## src/rtl/cell_share_arbiter.sv

```systemverilog
// Round-robin time-sharing of one gate-level evaluation cell.
// Grants a requester, holds the cell inputs SETTLE cycles, returns cell_y.
module cell_share_arbiter #(
  parameter int N_REQ  = 4,
  parameter int SETTLE = 2,
  parameter int CNT_W  = 16
) (
  input  logic               C,
  input  logic               R,
  input  logic [N_REQ-1:0]   req_valid,
  input  logic [2*N_REQ-1:0] req_op,
  input  logic [N_REQ-1:0]   req_a,
  input  logic [N_REQ-1:0]   req_b,
  output logic [N_REQ-1:0]   req_ready,
  output logic [1:0]         cell_op,
  output logic               cell_a,
  output logic               cell_b,
  input  logic               cell_y,
  output logic [N_REQ-1:0]   rsp_valid,
  output logic               rsp_y,
  output logic               busy,
  output logic [CNT_W-1:0]   op_count
);

  localparam int IW = (N_REQ > 1) ? $clog2(N_REQ) : 1;
  localparam int SW = (SETTLE > 1) ? $clog2(SETTLE) : 1;

  typedef enum logic {
    IDLE,
    WAIT
  } state_e;

  state_e             state_q, state_d;
  logic [IW-1:0]      rr_ptr_q, rr_ptr_d;
  logic [IW-1:0]      win_q, win_d;
  logic [SW-1:0]      cnt_q, cnt_d;
  logic [1:0]         cell_op_q, cell_op_d;
  logic               cell_a_q, cell_a_d;
  logic               cell_b_q, cell_b_d;
  logic [N_REQ-1:0]   rsp_valid_q, rsp_valid_d;
  logic               rsp_y_q, rsp_y_d;
  logic [CNT_W-1:0]   op_count_q, op_count_d;

  logic               win_found;
  logic [IW-1:0]      win_idx;
  logic [IW-1:0]      sel;
  logic [IW:0]        sum;
  logic [N_REQ-1:0]   win_oh;
  logic [N_REQ-1:0]   own_oh;

  // Rotating search starting at rr_ptr; sum is wide enough for 2*N_REQ-2.
  always_comb begin
    win_found = 1'b0;
    win_idx   = '0;
    sum       = '0;
    sel       = '0;
    for (int k = 0; k < N_REQ; k++) begin
      sum = {1'b0, rr_ptr_q} + (IW+1)'(k);
      if (sum >= (IW+1)'(N_REQ)) begin
        sum = sum - (IW+1)'(N_REQ);
      end
      sel = sum[IW-1:0];
      if (!win_found && req_valid[sel]) begin
        win_found = 1'b1;
        win_idx   = sel;
      end
    end
  end

  always_comb begin
    win_oh          = '0;
    win_oh[win_idx] = 1'b1;
    own_oh          = '0;
    own_oh[win_q]   = 1'b1;
  end

  always_comb begin
    state_d     = state_q;
    rr_ptr_d    = rr_ptr_q;
    win_d       = win_q;
    cnt_d       = cnt_q;
    cell_op_d   = cell_op_q;
    cell_a_d    = cell_a_q;
    cell_b_d    = cell_b_q;
    rsp_valid_d = '0;
    rsp_y_d     = rsp_y_q;
    op_count_d  = op_count_q;
    case (state_q)
      IDLE: begin
        if (win_found) begin
          state_d   = WAIT;
          win_d     = win_idx;
          cell_op_d = req_op[{win_idx, 1'b0} +: 2];
          cell_a_d  = req_a[win_idx];
          cell_b_d  = req_op[{win_idx, 1'b1}] & req_b[win_idx];
          cnt_d     = SW'(SETTLE - 1);
          rr_ptr_d  = (win_idx == IW'(N_REQ - 1)) ? '0
                    : win_idx + IW'(1);
        end
      end
      WAIT: begin
        if (cnt_q == '0) begin
          state_d     = IDLE;
          rsp_y_d     = cell_y;
          rsp_valid_d = own_oh;
          op_count_d  = op_count_q + CNT_W'(1);
        end else begin
          cnt_d = cnt_q - SW'(1);
        end
      end
      default: state_d = IDLE;
    endcase
  end

  always_ff @(posedge C) begin
    if (R) begin
      state_q     <= IDLE;
      rr_ptr_q    <= '0;
      win_q       <= '0;
      cnt_q       <= '0;
      cell_op_q   <= '0;
      cell_a_q    <= 1'b0;
      cell_b_q    <= 1'b0;
      rsp_valid_q <= '0;
      rsp_y_q     <= 1'b0;
      op_count_q  <= '0;
    end else begin
      state_q     <= state_d;
      rr_ptr_q    <= rr_ptr_d;
      win_q       <= win_d;
      cnt_q       <= cnt_d;
      cell_op_q   <= cell_op_d;
      cell_a_q    <= cell_a_d;
      cell_b_q    <= cell_b_d;
      rsp_valid_q <= rsp_valid_d;
      rsp_y_q     <= rsp_y_d;
      op_count_q  <= op_count_d;
    end
  end

  assign req_ready = (state_q == IDLE && win_found && !R) ? win_oh : '0;
  assign cell_op   = cell_op_q;
  assign cell_a    = cell_a_q;
  assign cell_b    = cell_b_q;
  assign rsp_valid = rsp_valid_q;
  assign rsp_y     = rsp_y_q;
  assign busy      = (state_q == WAIT);
  assign op_count  = op_count_q;

endmodule

```

## config.mk

```make
export PLATFORM = sky130hd
export DESIGN_NAME = cell_share_arbiter
export DESIGN_NICKNAME = d
export VERILOG_FILES = /design/src/rtl/cell_share_arbiter.sv
export SDC_FILE = /design/constraint.sdc
export NUM_CORES = 1
export LEC_CHECK = 0
export ABC_CLOCK_PERIOD_IN_PS = 2100
export CAP_MARGIN = 5
export CORE_ASPECT_RATIO = 1.1
export CORE_MARGIN = 4
export CORE_UTILIZATION = 45
export DETAILED_ROUTE_END_ITERATION = 12
export PLACE_DENSITY = 0.9
export SYNTH_ARGS = -nofsm -noshare
export SYNTH_HDL_FRONTEND = slang
export SYNTH_SLANG_ARGS = --single-unit
```

## constraint.sdc

```tcl
create_clock -name C -period 2.1 [get_ports C]
set_input_delay 0.21 -clock C [delete_from_list [all_inputs] [get_ports C]]
set_output_delay 0.21 -clock C [all_outputs]
set_load 0.01 [all_outputs]
```

* Word level (Yosys, flattened, before mapping) *
Cells that the tools add are included.

storage, ports and cells
  input port bits = 23
  word-level logic and storage cells = 91
  output and inout bits = 30
  register bits = 31

operators by class
  reduce and logical (&&, ||, !) cells = 14
  muxes and demuxes = 38
  equal/unequal tests = 2
  add/sub/neg operators = 10
  $lt $le $gt $ge = 13
  shift-type cells = 1
  bitwise gates (word level) = 3

operators by type and width
  operator                                                           number
  less-than comparator 2 x 3 -> 1 bit, second input constant         6
  2-to-1 mux 2 bit                                                   9
  2-to-1 mux 1 bit                                                   17
  adder 16 x 1 -> 16 bit, second input constant                      1
  binary-select mux 1 bit (select 2 bit)                             7
  greater-or-equal comparator 3 bit, second input constant           3
  indexed part select 8 x 4 -> 2 bit                                 1
  subtractor 2 x 1 -> 2 bit, second input constant                   4
  logical AND 1 bit                                                  7
  adder 2 x 2 -> 3 bit, second input constant                        2
  demux 1 bit (select 2 bit)                                         2
  greater-or-equal comparator 2 x 1 -> 1 bit, second input constant  2
  logical NOT 1 bit                                                  4
  less-than comparator 3 x 4 -> 1 bit, second input constant         1
  2-to-1 mux 4 bit                                                   1
  case mux 1 bit (2 select lines)                                    2
  AND reduction 2 bit                                                2
  adder 2 x 1 -> 3 bit, second input constant                        1
  greater-or-equal comparator 2 x 3 -> 1 bit, second input constant  1
  OR reduction 3 bit                                                 1
  adder 2 x 1 -> 2 bit, second input constant                        1
  == test 2 bit, second input constant                               1
  inequality test 2 bit, second input constant                       1
  NOT 1 bit                                                          2
  2 further kinds                                                    2

* Logic depth before layout (Yosys ltp) *
Gate-level depths: netlist (run 1).

  depth in word-level cells = 19
  depth in mapped cells = 8
  depth with buffers taken out = 7

* Worst setup path before layout (run 1) *
No wires, ideal clock.

  path kind = flip-flop to flip-flop
  start = reg state_q, in the netlist busy
  end = reg op_count_q[15], in the netlist op_count[15]
  arrival = 1.523 ns
  period minus slack after synthesis = 1.650 ns
  stages on the path, launching flop included = 9
  setup time = 0.128 ns
  path buffers = 2
  slack = 0.450 ns
  required time = 1.972 ns
  cells stage by stage = dfxtp_1 > and2b_1 > buf_4 > and4_1 > buf_4 > and2_1 > and4_1 > xnor2_1 > nor2_1

between the ends
  word-level cells in the longest chain between the ends = 1

RTL lines
  item                                  line  source
  from (decl)                           33    state_e state_q, state_d;
  from (signal assigned)                128   state_q <= state_d;
  AND reduction 2 bit (no source line)  --
  to (signal assigned)                  137   op_count_q <= op_count_d;
  to (decl)                             42    logic [CNT_W-1:0] op_count_q, op_count_d;

No other way between the ends.
A chain may end at the register's enable or synchronous reset.

* Worst setup path in the final report (run 1) *
  start = reg rr_ptr_q[1]
  end = out req_ready[2]

between the ends
  word-level cells in the longest chain between the ends = 19
  elaborated cells between the ends (all ways) = 45
  classes of those cells = add/sub: 7; order compare: 6; mux: 23; reduce/logical: 9

RTL lines
  item                                                                                                                     line  source
  from (decl)                                                                                                              34    logic [IW-1:0] rr_ptr_q, rr_ptr_d;
  from (signal assigned)                                                                                                   129   rr_ptr_q <= rr_ptr_d;
  branches (longest 13 deep; another with adder 2 x 1 -> 3 bit)                                                            --
  2-to-1 mux 2 bit (*)                                                                                                     63    if (!win_found && req_valid[sel]) begin
  net win_idx[1]                                                                                                           45    logic [IW-1:0] win_idx;
  less-than comparator 2 x 3 -> 1 bit (implied by the code) or greater-or-equal comparator 2 x 1 -> 1 bit (tied branches)  72    win_oh[win_idx] = 1'b1;
  logical AND 1 bit (implied by the code)                                                                                  72
  2-to-1 mux 1 bit (implied by the code)                                                                                   72
  demux 1 bit (select 2 bit) (*)                                                                                           72
  2-to-1 mux 4 bit (*)                                                                                                     141   assign req_ready = (state_q == IDLE && win_found && !R) ? win_oh : '0;
  to (decl)                                                                                                                14    output logic [N_REQ-1:0] req_ready,

Mark *: on every way through the listed nets, which the timed path passes. The select of a mux whose other input is x is not followed.

==> results.cfg, run 1 <==
[status]
outcome = complete, no violations

[synth]
ys_async_sr_fraction_pct = 0
synth_largest_type_area_fraction_pct = 39.1
ys.flop_type = dfxtp_1
yosysWarnings = 0
post_synth_most_frequent_cells = dfxtp_1 (31), nand2_1 (23), nor2_1 (23), a21oi_1 (11), xor2_1 (11)
yosys.cell_count.top_type = dfxtp_1
synth.yosys.seq_area_share_pct = 39.1
ys_ff_latch = 31
synthTopCellsByArea = dfxtp_1 (39%), xor2_1 (6.1%), nand2_1 (5.4%), nor2_1 (5.4%), ha_1 (3.9%)
synthesis.nets = 211
netlist_instances = 183
yosysTopAreaCell = dfxtp_1
netlist-cell-type-count = 44
synth_area_per_cell_um2 = 8.68
post_synth_instance_area_um2 = 1590
number_of_synthesized_flops_with_an_enable_pin = 0

[timing]
slew_viol_final = 0
worst-slew-pin-transition_ps = 396
setup_total_negative_slack_ps = 0
clock_skew_ps = 7.39
rsz0062_at_grt = no
achievable-frequency_ghz = 0.499
final_period_minus_worst_setup_slack_ps = 2010
timing.slew.headroom_pct = 73.3
setup-violations-final = 0
hold-worst-slack_ps = 438
postLayoutSetupSlackWorst_ps = 94.5
final.period_utilization_pct = 95.5
timing.final.hold_violations = 0

[cells_and_area]
fraction_of_final_layout_cells_with_drive_strength_greater_than_1_pct = 22.1
nets = 290
layout.core_utilization_pct = 73.9
design_area_um2 = 2480
layout-area-overhead-vs-synth_pct = 56.1
antenna_cells_inserted = 0
finish.cell_count_without_fillers = 311

[clock_tree]
numCtsBuffers = 5
clkSlewWorstSetupHoldPaths_ps = 90
clock_latency_ps = 330
cts_max_level = 2
clk_root_buffer_cell = clkbuf_4
clock-sinks = 31
cts_hold_buf = 0
cts_buffer_depth = 2
cts_tree = yes

[floorplan]
die_x_um = 64.7
boundaryPins = 53
rows = 22
die_span_in_y_um = 70.3
die_area_um2 = 4550
start_util_pct = 47.3
fp.coreArea_um2 = 3360

[power_and_ir_drop]
switching_share_pct = 27.4
power.switching_mw = 0.436
report.power.total_mw = 1.59
power.share.sequential_pct = 41.2
share_clk_of_total_power_pct = 30.6
worst_ir_drop_vdd_v = 0.000534
comb_power_share_pct = 28.2
power_leakage_nw = 0.997
intPower_mw = 1.15
power.density_nw_per_um2 = 641

[critical_path]
critPathLaunchType = flip-flop
max_stage_delay_ps = 390
master_of_the_slowest_instance_on_the_critical_path = dfxtp_4
worst_case_reg_to_reg_path_depth = 8
setup.worst_path.end_class = output pin
regToRegStartpoint = rr_ptr_q[1]$_SDFFE_PP0P_
crit_start = rr_ptr_q[1]$_SDFFE_PP0P_
timing.critical_path.required_ps = 1890
crit_chain = nand2_2, a211o_4, nand2_4, inv_2, ha_1, and2_1, clkdlybuf4s15_1
timing.setup.critical_path_class = flip-flop to output pin
worstPathMaxFanout = 4
arrival_ps = 1800
reg2reg_setup_slack_ps = 340
worstReg2RegEnd = cell_b$_SDFFE_PP0P_

[hold_path]
holdPathStages = 3
holdPathEnd = rsp_y$_SDFFE_PP0P_
worstHoldStart = cell_y
timing.hold.worst.class = input port to flip-flop

[grt]
global_route.overflow_total = 0
gr-usage-all-layers_pct = 20.0
grt_max_degree = 32
via_count_of_the_first_global_routing_pass = 1630
number_of_antenna_violations_at_the_first_check_in_global_routing = 0
grt_pass1_wl_um = 7210

[route]
drt_first_iter_violations = 72
drt-vias-per-instance = 5.19
drcViolationCount = 0
wl_per_cell_um = 13.6
vias = 1613
routed_wirelength_um = 4220
route.antenna.remaining_nets = 0
drt-pass1-iter-count = 4

[placed_design]
gpl.final_weighted_congestion = 0.822
dp.cells = 298
dpl_worst_slack_ps = -373
hpwlAfterDp_um = 3060
buffer_ports.inserted = 52
dpl-instance-area_um2 = 2290

[job]
max_cap_violations = 0
==> worst max-delay path: cells and delay by family (launching register included) <==
family,cells,cell delay [ps]
DFF,1,390
buffers and inverters,2,280
AOI/OAI and AO/OA,1,350
adders and majority gates,1,160
and+or+nand+nor,3,290
==> layout make-up <==
type	instances	area [µm²]
multi-input combinational	141	957
fill	251	877
inverter	3	11.3
clock buffer	6	51.3
tap	48	60.1
timing repair buffer	80	738
clock inverter	2	35.0
sequential	31	628
==> cell families after synthesis <==
group,after synthesis,share of synthesized area (%)
AOI/OAI and AO/OA,28,12.0
xor gates and xnor gates,15,8.27
adders and majority gates,5,3.94
buffers and inverters,11,3.86
DFF,31,39.1
muxes,1,0.945
and+or+nand+nor,92,31.9
==> routing by layer <==
metal	vias to the layer above	global-route usage, %	routed length (µm)
met4	0	7.98	78
met1	757	22.1	1710
li1	795	-	-
met3	10	5.47	225
met2	51	35.7	2200
met5	-	0	0
==> timing repair <==
action,in CTS,in global routing
endpoints found under the setup margin,4,4
pin swaps,3,4
hold endpoints to repair,0,0
resized for setup,21,6
setup buffers,4,1
==> cell usage in the layout, fill, tap and decap left out, drive strengths merged, types with 2 or more instances in the layout <==
cell / n
xor2: 11
nor4b: 3
nand4: 2
clkbuf: 6
dlygate4sd2: 4
and3: 4
clkdlybuf4s15: 4
a21oi: 11
buf: 28
and4: 6
dfxtp: 31
nand2: 24
o21ai: 6
xnor2: 4
nor4: 3
nor2b: 4
inv: 3
a211oi: 5
ha: 5
clkdlybuf4s50: 44
nor2: 24
nor3: 3
a311o: 2
nand3: 9
and2: 5
==> how the worst max path moves through the flow <==
stage | end | depth (start not counted) | slack, ps
6_report | req_ready[2] | 7 | 90
5_1_grt | req_ready[2] | 7 | 20
4_1_cts | req_ready[3] | 7 | 2
3_5_place_dp | req_ready[3] | 8 | -370
3_3_place_gp | req_ready[3] | 8 | -300
2_1_floorplan | op_count[15]$_SDFFE_PP0P_ | 8 | 450
==> sequential cells by signal, indices dropped and copies added (netlist names) <==
register and cells:
win_q 2, rsp_valid 4, op_count 16, cnt_q 1, rr_ptr_q 2, rsp_y 1
cell_a 1, cell_b 1, cell_op 2, busy 1
==> power by group through the flow <==
stage	registers, mW	clock network [mW]	logic, mW
final	0.656	0.487	0.448
after global routing	0.661	0.531	0.486
after CTS	0.655	0.496	0.435
after detailed placement	0.666	0	0.395
after global placement	0.666	0	0.387
after floorplan	0.665	0	0.202
(Power assumes the default switching activity.)
==> run 2, diff against run 1 <==
--- a/config.mk
+++ b/config.mk
@@ -12,6 +12,7 @@
 export CORE_UTILIZATION = 45
 export DETAILED_ROUTE_END_ITERATION = 12
 export PLACE_DENSITY = 0.9
+export SLEW_MARGIN = 40
 export SYNTH_ARGS = -nofsm -noshare
 export SYNTH_HDL_FRONTEND = slang
 export SYNTH_SLANG_ARGS = --single-unit
==> results of run 2 <==
Final layout, timing and power as in run 1 (identical DEF).
==> run 3, diff against run 2 <==
--- a/config.mk
+++ b/config.mk
@@ -5,11 +5,12 @@
 export SDC_FILE = /design/constraint.sdc
 export NUM_CORES = 1
 export LEC_CHECK = 0
-export ABC_CLOCK_PERIOD_IN_PS = 2100
+export ABC_CLOCK_PERIOD_IN_PS = 2200
 export CAP_MARGIN = 5
 export CORE_ASPECT_RATIO = 1.1
 export CORE_MARGIN = 4
 export CORE_UTILIZATION = 45
+export CTS_CLUSTER_SIZE = 12
 export DETAILED_ROUTE_END_ITERATION = 12
 export PLACE_DENSITY = 0.9
 export SLEW_MARGIN = 40
==> constraint.sdc (replaced) <==
create_clock -name C -period 2.2 [get_ports C]
set_input_delay 0.22 -clock C [delete_from_list [all_inputs] [get_ports C]]
set_output_delay 0.22 -clock C [all_outputs]
set_load 0.01 [all_outputs]
==> run 3 against run 2 <==
Net effect: sequential share of layout area increased by 1.1 points; wire length down 1.9%; first-iteration DRC count decreased by 1.4%; sequential cell count unchanged; via count fell by 2.3%; final cell count decreased by 2.6%; core utilization is 3.5 points lower; sequential power shrank 4.3%; non-clock buffer count decreased by 7; total power down 15%; clock-buffer cell count did not move; critical path type is now input port to output pin.
==> results.cfg, run 3 (synthesis results as in run 1) <==
[cells_and_area]
layout-area-overhead-vs-synth_pct = 48.8
commonest_non_fill_non_tap_cells_in_the_layout = clkdlybuf4s50_1 (45), dfxtp_1 (29), nand2_1 (23)
largest_reg_flops = 16
antenna_cells_inserted = 0
fraction_of_final_layout_cells_with_drive_strength_greater_than_1_pct = 18.8
layout.cells.most_common = clkdlybuf4s50_1
num-fill-cells = 275
nets = 283

[route]
route.layer.met1.wl_um = 1710
wl_met3_um = 257
wl_met2_um = 2120
drt-pass1-iter-count = 4
vias = 1576
route.antenna.remaining_nets = 0
routed_wirelength_um = 4140
drt-vias-per-instance = 5.20
drcViolationCount = 0
wl_per_cell_um = 13.7
drt_first_iter_violations = 71
highest_layer = met4

[floorplan]
die_area_um2 = 4550
start_util_pct = 47.3
boundaryPins = 53
rows = 22
die_x_um = 64.7
fp.coreArea_um2 = 3360
die_span_in_y_um = 70.3

[placed_design]
gpl.final_weighted_congestion = 0.841
hpwlAfterDp_um = 3140
buffer_ports.inserted = 52
dpl_worst_slack_ps = -372

[grt]
grt_pass1_wl_um = 6760
grt_max_degree = 32
number_of_antenna_violations_at_the_first_check_in_global_routing = 0
global_route.overflow_total = 0
gr-usage-all-layers_pct = 18.7
via_count_of_the_first_global_routing_pass = 1528

[clock_tree]
numCtsBuffers = 5
cts_hold_buf = 0
clkSlewWorstSetupHoldPaths_ps = 90
clock-sinks = 31
clock_latency_ps = 310
cts_max_level = 2
cts_buffer_depth = 2
cts_tree = yes
clk_root_buffer_cell = clkbuf_4

[critical_path]
timing.setup.critical_path_class = input port to output pin
reg2reg_setup_slack_ps = 360
worst_case_reg_to_reg_path_depth = 8
critPathLaunchType = input port
timing.critical_path.required_ps = 1980
regToRegStartpoint = rr_ptr_q[1]$_SDFFE_PP0P_
setup.worst_path.end_class = output pin
worstReg2RegEnd = cell_b$_SDFFE_PP0P_
crit_start = req_valid[2]
crit_path_end = req_ready[0]
arrival_ps = 1920
worstPathMaxFanout = 5

[timing]
worst-slew-pin-transition_ps = 406
rsz0062_at_grt = no
final.period_utilization_pct = 97.2
slew_viol_final = 0
hold-worst-slack_ps = 449
final_period_minus_worst_setup_slack_ps = 2140
achievable-frequency_ghz = 0.468
timing.slew.headroom_pct = 72.8
postLayoutSetupSlackWorst_ps = 61.3
clock_skew_ps = 9.18
timing.final.hold_violations = 0
setup-violations-final = 0

[status]
outcome = complete, no violations

[power_and_ir_drop]
power_leakage_nw = 0.958
power.switching_mw = 0.398
comb_power_share_pct = 29.2
share_clk_of_total_power_pct = 24.4
switching_share_pct = 29.4
power.density_nw_per_um2 = 572
intPower_mw = 0.955
worst_ir_drop_vdd_v = 0.000434
power.share.sequential_pct = 46.4

[job]
max_cap_violations = 0

[hold_path]
timing.hold.worst.class = input port to flip-flop
==> run 3: area by class of cell <==
class	instances	area [µm²]	share of cell area, %
clock buffers	6	51.3	2.17
clock inverters	1	5.00	0.212
inverters	3	11.3	0.476
multi-input cells	141	942	39.8
flip-flops and latches	31	626	26.5
well taps	48	60.1	2.54
repair buffers	73	669	28.3
==> run 3: metrics by stage <==
stage / util (%) / power [mW] / cell area, µm² / setup TNS [ps] / instances
floorplan: - / 0.828 / 1590 / 0 / 183
global placement: 67.6 / 0.999 / 2270 / -730 / 295
detailed placement: 67.6 / 1.01 / 2270 / -1130 / 295
CTS: 69.7 / 1.34 / 2340 / -6.99 / 302
global route: 70.4 / 1.43 / 2360 / 0 / 303
finish: 70.4 / 1.35 / 2360 / 0 / 303
==> run 3: metal layers <==
| layer | track usage [%] | vias to the layer above |
|---|---|---|
| met5 | 0 | - |
| met4 | 4.23 | 0 |
| li1 | - | 780 |
| met1 | 21.4 | 735 |
| met2 | 33.3 | 55 |
| met3 | 6.27 | 6 |
==> run 3: worst min path at each step <==
stage / slack, ps / from / cells after the start / end
after floorplan: 360 / cell_y / 2 / rsp_y$_SDFFE_PP0P_
after global placement: 450 / rsp_y$_SDFFE_PP0P_ / 2 / rsp_y$_SDFFE_PP0P_
after detailed placement: 450 / cell_op[0]$_SDFFE_PP0P_ / 2 / cell_op[0]$_SDFFE_PP0P_
after CTS: 440 / cell_y / 3 / rsp_y$_SDFFE_PP0P_
after global routing: 430 / cell_y / 3 / rsp_y$_SDFFE_PP0P_
final: 450 / cell_y / 3 / rsp_y$_SDFFE_PP0P_
==> run 3: repair_timing <==
item / in CTS / in global routing
setup buffers: 0 / 1
setup endpoints to repair: 4 / 4
resized for setup: 12 / 7
pin swaps: 2 / 1
==> run 3: power groups by stage <==
stage                     Combinational (mW)  Clock [mW]  Sequential (mW)
final                                  0.396       0.330            0.628
after global routing                   0.428       0.372            0.633
after CTS                              0.381       0.335            0.627
after detailed placement               0.377           0            0.635
after global placement                 0.365           0            0.635
after floorplan                        0.193           0            0.634
==> run 3: critical path, stage by stage <==
cell             delay (ps)
clkdlybuf4s50_1         450
nor2b_4                 170
nor4b_4                 360
nor2_4                   80
ha_1                    210
and2_1                  140
dlygate4sd2_1           280
==> patch, RTL diff (flow settings as in run 3) <==
The parameter `SETTLE` goes from 2 to 8.
--- a/src/rtl/cell_share_arbiter.sv
+++ b/src/rtl/cell_share_arbiter.sv
@@ -4,3 +4,3 @@
   parameter int N_REQ  = 4,
-  parameter int SETTLE = 2,
+  parameter int SETTLE = 8,
   parameter int CNT_W  = 16
Function: changed (Yosys sat finds a counterexample within 4 cycles, from zero or initial values).
==> patch against run 3 <==
- power is 1.2% lower
- fmax is 1.7% higher
- final area is 0.11% higher
- cell count is 0.66% lower
- non-clock buffer count is 5 lower
- sequential share of layout area is 1.7 points higher
- routed wire length is 6.7% lower
- synthesized cell count is 0.55% higher
- synthesized area is 3.1% higher
- clock skew hardly changed
- global-route usage is 0.86 points lower
- critical path depth stayed put
- sequential cell count is 2 higher
- worst setup slack better by 36 ps
- critical endpoint is now req_ready[2]
- largest cell class unchanged
- largest power group unchanged
==> patch: results (changes against run 3) <==
TritonCTS buffer count - 5 (unchanged)
First DRT Iteration DRCs - 79 (was 71)
Final Skew - 9.09 ps (was 9.18 ps)
met3 wire len - 167 um (was 257 um)
clock buffers - 6 (unchanged)
CTS Buffer Depth - 2 (unchanged)
ant diodes - 0 (unchanged)
reg2reg path depth - 6 (was 8)
Slew HR - 71.2% (was 72.8%)
hold path startpoint - cell_y (unchanged)
Pleak - 0.000948 uW (was 0.000958 uW)
number of synthesis warnings - 0 (unchanged)
global-route wire length before repair - 6610 um (was 6760 um)
multi-input gate count - 139 (was 141)
placed cell area - 2300 um2 (was 2270 um2)
ClkCell Share - 2.17% (was 2.38%)
outcome - finished, final reports clean (unchanged)
share of layout cells above drive strength 1 - 16.2% (was 18.8%)
Worst-Skew Late Latency - 330 ps (was 310 ps)
Signal inverters - 5 (was 3)
# nets final - 282 (was 283)
post-synthesis net count - 214 (was 211)
num sequential - 33 (was 31)
met2 wire length - 1960 um (was 2120 um)
M1 GR Usage - 22.1% (was 21.4%)
Filler Cell Count - 295 (was 275)
VDD IR max - 0.351 mV (was 0.434 mV)
Seq. cell area - 666 um2 (was 626 um2)
detailed-placement wirelength estimate - 2830 um (was 3140 um)
Global Route Usage Sum - 17.9% (was 18.7%)
Routed Wire Length - 3860 um (was 4140 um)
Worst Setup SP - rr_ptr_q[1] (was req_valid[2])
Net Sw Power - 392 uW (was 398 uW)
CP max FO - 7 (was 5)
sequential area share after synthesis - 40.3% (was 39.1%)
NonClk Buf Share - 26.7% (was 28.3%)
M2 GR Usage - 30.5% (was 33.3%)
Netlist cell types - 41 (was 44)
Die Wd - 65.5 um (was 64.7 um)
Routability Congestion - 0.803 (was 0.841)
r2r setup slk - 320 ps (was 360 ps)
M1 WL - 1680 um (was 1710 um)
Main synth FF type - dfxtp_1 (unchanged)
CP endpoint - req_ready[2] (was req_ready[0])
Hold WC Path Type - input port to register (unchanged)
Worst Hold Path EP - rsp_y (unchanged)
Multi-input gate area - 937 um2 (was 942 um2)
pin count of the biggest net entering global routing - 34 (was 32)
Pwr per Cell Area - 565 nW/um2 (was 572 nW/um2)
Vias/cell - 5.07 (was 5.20)
met3 Use GR - 4.23% (was 6.27%)
I/O Buffers - 52 (unchanged)
root buffer cell - clkbuf_4 (unchanged)
commonest cells in the netlist - dfxtp_1, nor2_1, nand2_1, xor2_1, a21oi_1 (was dfxtp_1, nand2_1, nor2_1, a21oi_1, xor2_1)
vias in the first global route - 1,507 (was 1,528)
Plain + repair buffers - 68 (was 73)
synth top area cells - dfxtp_1, xor2_1, ha_1, nor2_1, nand2_1 (was dfxtp_1, xor2_1, nand2_1, nor2_1, ha_1)
Highest Signal Layer - met4 (unchanged)
-- patch: cell count changes after synthesis, sizes merged, moves of 3 or more --
| cell | change |
|---|---|
| buf | -3 |
| mux2i | +3 |
| nand2 | -4 |
| and4 | -3 |
| a211oi | -3 |
-- patch: power groups by stage --
stage | logic, uW | registers (uW) | clock network (uW)
floorplan | 186 | 673 | 0
global route | 395 | 665 | 365
CTS | 348 | 658 | 333
detailed placement | 347 | 670 | 0
global placement | 340 | 668 | 0
finish | 354 | 659 | 323
-- patch: metrics by stage --
| stage | worst slack (ps) | total power (uW) | cells | hold slack [ps] |
|---|---|---|---|---|
| after floorplan | 468 | 859 | 184 | 356 |
| after global placement | -161 | 1010 | 291 | 442 |
| after detailed placement | -233 | 1020 | 291 | 446 |
| after CTS | 24.1 | 1340 | 299 | 423 |
| after global routing | 1.05 | 1420 | 301 | 477 |
| final | 97.5 | 1340 | 301 | 437 |
-- patch: logic make-up (layout without fill, tap and decap cells) --
kind of cell / count (synthesis) / count (layout) / synth area share (%)
adder cells (fa/ha/maj): 7 / 7 / 5.34
multiplexers: 6 / 6 / 5.04
AO/OA/AOI/OAI: 27 / 27 / 12.1
buffers and inverters: 12 / 81 / 3.05
flip-flops: 33 / 33 / 40.3
XOR/XNOR: 15 / 15 / 8.02
AND/OR/NAND/NOR: 84 / 84 / 26.1
-- patch: worst max-delay path, cell delays in order (launching register included) --
cell	delay [ps]
dfxtp_4	410
nand2_2	60
a211o_1	360
nand2_4	110
inv_4	40
ha_1	170
and2_1	130
dlygate4sd2_1	280
-- patch: repair_timing --
| item | CTS | global route |
|---|---|---|
| setup buffers | 0 | 2 |
| endpoints found under the hold margin | 0 | 0 |
| gates resized for setup | 12 | 2 |
| pin swaps | 1 | 2 |
| setup endpoints to repair | 4 | 2 |
